===== src/rtl/ahblite_pkg.sv =====
// ahblite_pkg: shared AHB-Lite codes, default SoC memory map and default-slave state type
package ahblite_pkg;

    typedef enum logic [1:0] {
        HTRANS_IDLE   = 2'b00,
        HTRANS_BUSY   = 2'b01,
        HTRANS_NONSEQ = 2'b10,
        HTRANS_SEQ    = 2'b11
    } htrans_t;

    localparam logic HRESP_OKAY  = 1'b0;
    localparam logic HRESP_ERROR = 1'b1;

    localparam logic [31:0] BASE_RAMCODE = 32'h0000_0000;
    localparam logic [31:0] BASE_RAMDATA = 32'h2000_0000;
    localparam logic [31:0] BASE_LCD     = 32'h4005_0000;
    localparam logic [31:0] BASE_UART    = 32'h4000_0010;
    localparam logic [31:0] BASE_CAMERA  = 32'h4030_0000;
    localparam logic [31:0] BASE_BUZZER  = 32'h4010_0000;

    localparam logic [31:0] MASK_RAMCODE = 32'hFFFF_0000;
    localparam logic [31:0] MASK_RAMDATA = 32'hFFFF_0000;
    localparam logic [31:0] MASK_LCD     = 32'hFFFF_0000;
    localparam logic [31:0] MASK_UART    = 32'hFFFF_FFF0;
    localparam logic [31:0] MASK_CAMERA  = 32'hFFF0_0000;
    localparam logic [31:0] MASK_BUZZER  = 32'hFFF0_0000;

    localparam logic [6*32-1:0] DEFAULT_BASE = {BASE_BUZZER, BASE_CAMERA, BASE_UART,
                                                BASE_LCD, BASE_RAMDATA, BASE_RAMCODE};
    localparam logic [6*32-1:0] DEFAULT_MASK = {MASK_BUZZER, MASK_CAMERA, MASK_UART,
                                                MASK_LCD, MASK_RAMDATA, MASK_RAMCODE};
    localparam logic [5:0]      DEFAULT_PORT_EN = 6'b011111;

    typedef enum logic [1:0] {
        DS_IDLE,
        DS_ERR1,
        DS_ERR2
    } ds_state_t;

endpackage


===== src/rtl/ahblite_default_slave.sv =====
// ahblite_default_slave: two-cycle ERROR responder for unmapped transfers plus error-capture registers
module ahblite_default_slave
    import ahblite_pkg::*;
#(
    parameter int ERRCNT_W = 8
) (
    input  logic                clk,
    input  logic                rst_n,
    input  logic [31:0]         haddr,
    input  logic [1:0]          htrans,
    input  logic                unmapped,
    input  logic                hready,
    output logic                ready,
    output logic                resp,
    output logic [31:0]         err_addr,
    output logic [ERRCNT_W-1:0] err_cnt,
    output logic                err_pulse
);

    ds_state_t state, next;
    logic      req;
    logic      capture;

    assign req     = unmapped && hready && (htrans == HTRANS_NONSEQ || htrans == HTRANS_SEQ);
    assign capture = (next == DS_ERR1) && (state != DS_ERR1);

    // State register for the error-response sequence
    always_ff @(posedge clk or negedge rst_n) begin
        if (!rst_n) state <= DS_IDLE;
        else        state <= next;
    end

    // ERR1 stalls the master with ERROR, ERR2 completes it; ERR2 may chain straight into a new error
    always_comb begin
        next  = state;
        ready = 1'b1;
        resp  = HRESP_OKAY;
        case (state)
            DS_IDLE: next = req ? DS_ERR1 : DS_IDLE;
            DS_ERR1: begin
                ready = 1'b0;
                resp  = HRESP_ERROR;
                next  = DS_ERR2;
            end
            DS_ERR2: begin
                resp = HRESP_ERROR;
                next = req ? DS_ERR1 : DS_IDLE;
            end
            default: next = DS_IDLE;
        endcase
    end

    // Record the offending address and count each unmapped access once, saturating the counter
    always_ff @(posedge clk or negedge rst_n) begin
        if (!rst_n) begin
            err_addr  <= '0;
            err_cnt   <= '0;
            err_pulse <= 1'b0;
        end else begin
            err_pulse <= capture;
            if (capture) begin
                err_addr <= haddr;
                err_cnt  <= &err_cnt ? err_cnt : err_cnt + 1'b1;
            end
        end
    end

endmodule


===== src/rtl/ahblite_addr_decoder_mux.sv =====
// ahblite_addr_decoder_mux: N-port AHB-Lite address decoder with data-phase response mux and default slave
module ahblite_addr_decoder_mux
    import ahblite_pkg::*;
#(
    parameter int                   NPORT    = 6,
    parameter logic [NPORT*32-1:0]  BASE     = DEFAULT_BASE,
    parameter logic [NPORT*32-1:0]  MASK     = DEFAULT_MASK,
    parameter logic [NPORT-1:0]     PORT_EN  = DEFAULT_PORT_EN,
    parameter int                   ERRCNT_W = 8
) (
    input  logic                  HCLK,
    input  logic                  HRESETn,
    input  logic [31:0]           HADDR,
    input  logic [1:0]            HTRANS,
    output logic [NPORT-1:0]      HSEL,
    input  logic [NPORT*32-1:0]   HRDATA_S,
    input  logic [NPORT-1:0]      HREADYOUT_S,
    input  logic [NPORT-1:0]      HRESP_S,
    output logic [31:0]           HRDATA,
    output logic                  HREADY,
    output logic                  HRESP,
    output logic [31:0]           ERR_ADDR,
    output logic [ERRCNT_W-1:0]   ERR_CNT,
    output logic                  ERR_PULSE
);

    logic [NPORT-1:0] match;
    logic [NPORT:0]   dsel;
    logic             ds_ready;
    logic             ds_resp;

    // Compare the address against every enabled window
    always_comb begin
        match = '0;
        for (int i = 0; i < NPORT; i++)
            match[i] = PORT_EN[i] && ((HADDR & MASK[i*32 +: 32]) == (BASE[i*32 +: 32] & MASK[i*32 +: 32]));
    end

    // Isolating the lowest set bit gives lowest-index priority on overlapping windows
    assign HSEL = match & (-match);

    // Data-phase owner; bit NPORT is the default slave, held while the current transfer is stalled
    always_ff @(posedge HCLK or negedge HRESETn) begin
        if (!HRESETn)    dsel <= '0;
        else if (HREADY) dsel <= {~|match, HSEL};
    end

    // Route the owning slave back to the master; no owner or default owner uses the default slave
    always_comb begin
        HRDATA = '0;
        HREADY = ds_ready;
        HRESP  = ds_resp;
        for (int i = 0; i < NPORT; i++) begin
            if (dsel[i]) begin
                HRDATA = HRDATA_S[i*32 +: 32];
                HREADY = HREADYOUT_S[i];
                HRESP  = HRESP_S[i];
            end
        end
    end

    ahblite_default_slave #(
        .ERRCNT_W(ERRCNT_W)
    ) u_default_slave (
        .clk      (HCLK),
        .rst_n    (HRESETn),
        .haddr    (HADDR),
        .htrans   (HTRANS),
        .unmapped (~|match),
        .hready   (HREADY),
        .ready    (ds_ready),
        .resp     (ds_resp),
        .err_addr (ERR_ADDR),
        .err_cnt  (ERR_CNT),
        .err_pulse(ERR_PULSE)
    );

endmodule


===== config.mk =====
export PLATFORM = sky130hd
export DESIGN_NAME = ahblite_addr_decoder_mux
export DESIGN_NICKNAME = d
export VERILOG_FILES = /design/src/rtl/ahblite_pkg.sv /design/src/rtl/ahblite_default_slave.sv /design/src/rtl/ahblite_addr_decoder_mux.sv
export SDC_FILE = /design/constraint.sdc
export NUM_CORES = 1
export LEC_CHECK = 0
export BUFFER_PORTS_ARGS = -buffer_cell sky130_fd_sc_hd__buf_2
export CAP_MARGIN = 0
export CORE_AREA = 2 2 123 125
export CTS_BUF_LIST = sky130_fd_sc_hd__clkbuf_8
export DETAILED_ROUTE_END_ITERATION = 10
export DIE_AREA = 0 0 125 127
export SLEW_MARGIN = 20
export SYNTH_ARGS = -nofsm -noshare
export SYNTH_HDL_FRONTEND = slang
export SYNTH_SLANG_ARGS = --single-unit

===== constraint.sdc =====
create_clock -name HCLK -period 2.1 [get_ports HCLK]
set_input_delay 0.105 -clock HCLK [delete_from_list [all_inputs] [get_ports HCLK]]
set_output_delay 0.105 -clock HCLK [all_outputs]
set_load 0.1 [all_outputs]

Word level (Yosys, flattened, before mapping). Index checks and enable logic that the tools add are counted. W data, S select, Z words.

Register bits after elaboration: 49. Bits in latches: 0. RAM bits: 0. Bits in read-only memories: 0. Word-level logic and storage cells: 53. Memories kept: 0.

$add $sub $neg: 2. $mul: 0. Divide/modulo/power cells: 0. $lt $le $gt $ge: 0. Equal/unequal tests: 10. Shift operators: 0. Mux-type cells: 22. Bitwise gates (word level): 2. Reduce and logical (&&, ||, !) cells: 12.

Operators by type and width (number): $mux W32 (6); $logic_not A32 Y1 (1); $eq A28 B27 Y1 const B (1); $eq A16 B14 Y1 const B (1); $eq A16 B15 Y1 const B (1); $mux W1 (15); $eq A12 B11 Y1 const B (1); $add A8 B1 Y8 const B (1); $reduce_and A8 Y1 (1); $and A5 B6 Y6 (1); $eq A2 B2 Y1 const B (3); $neg A5 Y6 (1); $reduce_or A5 Y1 (1); $eq A2 B1 Y1 const B (2); $pmux W2 S2 (1); $reduce_or A2 Y1 (2); $logic_and A1 B1 Y1 (3); $logic_not A2 Y1 (1); $ne A2 B1 Y1 const B (1); $reduce_and A2 Y1 (1); $logic_not A1 Y1 (1); $logic_or A1 B1 Y1 (1); $not A1 Y1 (1).

Longest topological paths before layout.
Depth in word-level cells: 15. Gate-level depth with buffers: 10.

Modules after synthesis. A second synthesis with hierarchy kept.

Cell total of the unflattened synthesis: 402. Area, all modules: 3344.5 µm².

Modules (own cells, without submodules): ahblite_default_slave (instances 1, cells an instance 182, area each 1776.7 µm², seq. area each 1076.0 µm²); ahblite_addr_decoder_mux (instances 1, cells an instance 220, area each 1567.8 µm², seq. area each 125.1 µm²).

Worst setup path before layout. OpenSTA, ideal clock, no wires.

Kind: reg-to-output. Start point: reg dsel[1]. End point: out HRDATA[10]. Arrival time: 3482 ps. Setup slack: -1487 ps. Stages on the path, launching flop included: 9. Path buffers: 3. Cell sequence: dfrtp_1 -> buf_4 -> nor2b_1 -> clkbuf_1 -> clkbuf_1 -> a221oi_1 -> nor3_1 -> a21oi_1 -> o21ai_0.

Word-level cells in the longest chain between the ends: 5.

Ends and longest elaborated chain: from (decl) (line ahblite_addr_decoder_mux.sv:28) `logic [NPORT:0] dsel;`; from (signal assigned) (line ahblite_addr_decoder_mux.sv:45) `else if (HREADY) dsel <= {~|match, HSEL};`; $mux W32 (5 in series) (line ahblite_addr_decoder_mux.sv:54) `if (dsel[i]) begin`; to (decl) (line ahblite_addr_decoder_mux.sv:19) `output logic [31:0] HRDATA,`.

No other way between the ends.

Worst setup path in the final report.
Start point: reg dsel[3]. End point: reg u_default_slave.err_addr[0].

Word-level cells in the longest chain between the ends: 9.

Ends and longest elaborated chain: $mux W1 (3 in series) (line ahblite_addr_decoder_mux.sv:54); $logic_and A1 B1 Y1 (2 in series) (line ahblite_default_slave.sv:24) `assign req = unmapped && hready && (htrans == HTRANS_NONSEQ || htrans == HTRANS_SEQ);`; $mux W1 (line ahblite_default_slave.sv:39, ahblite_default_slave.sv:47); $pmux W2 S2 (line ahblite_default_slave.sv:38) `case (state)`; $eq A2 B1 Y1 (line ahblite_default_slave.sv:25) `assign capture = (next == DS_ERR1) && (state != DS_ERR1);`; $logic_and A1 B1 Y1 (line ahblite_default_slave.sv:25); to (signal assigned) (line ahblite_default_slave.sv:62) `err_addr <= haddr;`; to (decl) (line ahblite_default_slave.sv:15) `output logic [31:0] err_addr,`.

No other way between the ends. A chain may end at the register's enable or synchronous reset.

==> impl_metrics.ini <==
[run_status]
outcome = finished with violations
violations = setup timing

[final_layout]
syn_to_final_growth_pct = 104
layout_common_cells = buf_2 (245), nand2_1 (43), buf_12 (43)
fill_cells = 1361
drive_above_1_share_pct = 70.7
layout_commonest_cell = buf_2
stdcell_count = 877
fin_nets = 936

[flow_run]
timing.max_cap.violations = 0

[route]
wl_per_cell_um = 17.0
vias_per_cell = 4.81
drc = 0
postRouteAntennaNets = 0
vias = 4221
drt_iter0_drc = 163
drtPass1Iterations = 4
wl_um = 15000

[synth]
synthDistinctLibCells = 37
yosysWarnings = 0
synth_seq_area_share_pct = 35.4
syn_area_per_cell_um2 = 8.51
synthCells = 399
yosys.area.top_type = dfrtp_1
netlist_area_um2 = 3400
synthesis.nets = 644
synth_area_leaders = dfrtp_1 (35%), mux2_2 (12%), a221oi_1 (8.3%)
ys_ff_latch = 48
synthDominantCellAreaShare_pct = 35.4

[global_route]
grt_max_degree = 67
track_usage_pct = 16.8
grt_pass1_wl_um = 21700
first_global_vias = 4104
overflow = 0
antenna_found_initial = 1

[worst_setup_path]
required_ns = 2.29
critPathArrivalTime_ns = 2.43
path_max_fanout = 13
path_class = flop to flop
cp-start-kind = flop
end_kind = flop

[power_and_ir_drop]
vdd_drop_max_v = 0.00181
p_leak_uw = 0.00310
powerDensity_nw_per_um2 = 1090

[clock_network]
clockRootBuffer = clkbuf_8
insertion_delay_ns = 0.31
cts_max_path_buffers = 2
cts_tree = done
h-tree-depth = 2
cts_buffers = 5
clock_sinks = 48
clk_pin_slew_ns = 0.10

[die]
die_h_um = 127
dieWidth_um = 125
io_pins = 321
initial_core_util_pct = 23.5
rows = 44
core_area_um2 = 14400
die-area_um2 = 15900

[timing]
setup_ws_ns = -0.133
max_freq_ghz = 0.448
finalCritPeriodShare_pct = 106
finalSetupViolCount = 44
slew_headroom_pct = 49.9
hold_viol_final = 0
rsz0062_at_grt = yes
post-route-min-period_ns = 2.23
drv_slew = 0
tns_ns = -4.00
tightest_slew_ns = 0.752
fin_skew_ns = 0.0227

[placement]
io_buffer_count = 284
placed_cells = 856
dp_hpwl_um = 10900
gp_congestion = 0.798

[worst_hold_path]
worst_hold_path_type = input pin to flop
## final timing paths
kind / start / to / slack (ns) / cells past startpoint
worst max-delay path: dsel[3] / u_default_slave.err_addr[0] / -0.13 / 6
worst min-delay path: HADDR[3] / u_default_slave.err_addr[3] / 0.03 / 2
worst max register to register: dsel[3] / u_default_slave.err_addr[0] / -0.13 / 6
worst min register to register: u_default_slave.err_cnt[2] / u_default_slave.err_cnt[2] / 0.50 / 1
max in group asynchronous: HRESETn / dsel[3] / 1.02 / 3
min in group asynchronous: HRESETn / u_default_slave.err_addr[1] / 0.28 / 2
## layer usage
metal | track usage [%] | up-vias | share of wire [%] | wire [µm]
met3 | 3.81 | 15 | 7.2 | 1080
met2 | 30.4 | 193 | 51 | 7690
li1 | - | 2047 | - | -
met1 | 20.6 | 1966 | 40 | 5970
met4 | 3.33 | 0 | 1.4 | 212
met5 | 0 | - | 0 | 0
## area by class of cell
type                    instances  area (µm²)  area share, %
inverters                       7        32.5          0.469
well taps                     184         230           3.32
diodes                          1        2.50         0.0361
flip-flops and latches         48        1210           17.5
clock inverters                 2        12.5          0.180
multi-input cells             309        2940           42.4
repair buffers                320        2420           34.9
clock buffers                   6        82.6           1.19
## cells in the mapped netlist
cell type,n
a211oi_1,1
a21boi_0,1
a21oi_1,35
a221oi_1,32
a22o_1,2
a31oi_1,1
and2_1,1
and3_1,1
and4b_1,1
buf_2,1
buf_4,2
buf_6,2
clkbuf_1,31
conb_1,1
dfrtp_1,48
ha_1,5
inv_1,7
mux2_2,35
mux2i_1,2
nand2_1,43
nand2b_1,2
nand3_1,3
nand3b_1,1
nand4_1,4
nor2_1,7
nor2b_1,37
nor3_1,36
nor3_2,1
nor3b_1,2
nor4_1,6
nor4b_1,2
o211ai_1,2
o21ai_0,34
o21bai_1,2
o22a_1,1
or4_4,1
xor2_1,6
## flip-flops by register name (all words and copies together) (netlist names)
signal,count
u_default_slave.err_cnt,8
u_default_slave.err_pulse,1
dsel,5
u_default_slave.state,2
u_default_slave.err_addr,32
## where the power goes
group / switching, µW / leakage (µW) / total (µW) / internal (µW)
registers: 245 / 0.000575 / 1580 / 1340
clock network: 313 / 0.0000526 / 579 / 266
logic: 3910 / 0.00248 / 5380 / 1470
total: 4470 / 0.00310 / 7540 / 3070
## worst max-delay path: stages (launching register included)
cell       delay (ns)
dfrtp_2          0.44
nor3_2           0.23
a31oi_1          0.11
a22o_1           0.24
or4_4            0.62
clkbuf_16        0.22
mux2_2           0.27
## kinds of logic (layout without fill, tap and decap cells)
group           count (synthesis)  in the layout  synth area share, %
compound gates                111            111                 20.7
xor+xnor                        6              6                 1.55
fa+ha+maj                       5              5                 1.84
buf+inv                        43            335                 5.45
flops                          48             48                 35.4
mux                            37             37                 12.2
other cells                     1              2                0.110
simple gates                  148            149                 22.8
## stage by stage
stage	hold slack, ns	worst slack (ns)	cell area (µm²)	power [µW]	utilization [%]
4_1_cts	0.0240	-0.130	6490	7250	45.0
6_report	0.0251	-0.133	6940	7540	48.1
5_1_grt	0.0256	-0.195	6930	7850	48.1
3_5_place_dp	0.0792	-0.128	6110	6570	42.3
3_3_place_gp	0.0863	-0.114	6110	6540	42.3
2_1_floorplan	-0.191	-0.214	3830	5540	-
## repair_timing
action	in CTS	in global routing
gates resized for setup	41	62
hold buffers	1	0
pin swaps	4	9
cloned	3	2
endpoints found under the setup margin	70	72
buffers inserted	2	4
endpoints found under the hold margin	20	0
(Power assumes the default switching activity.)
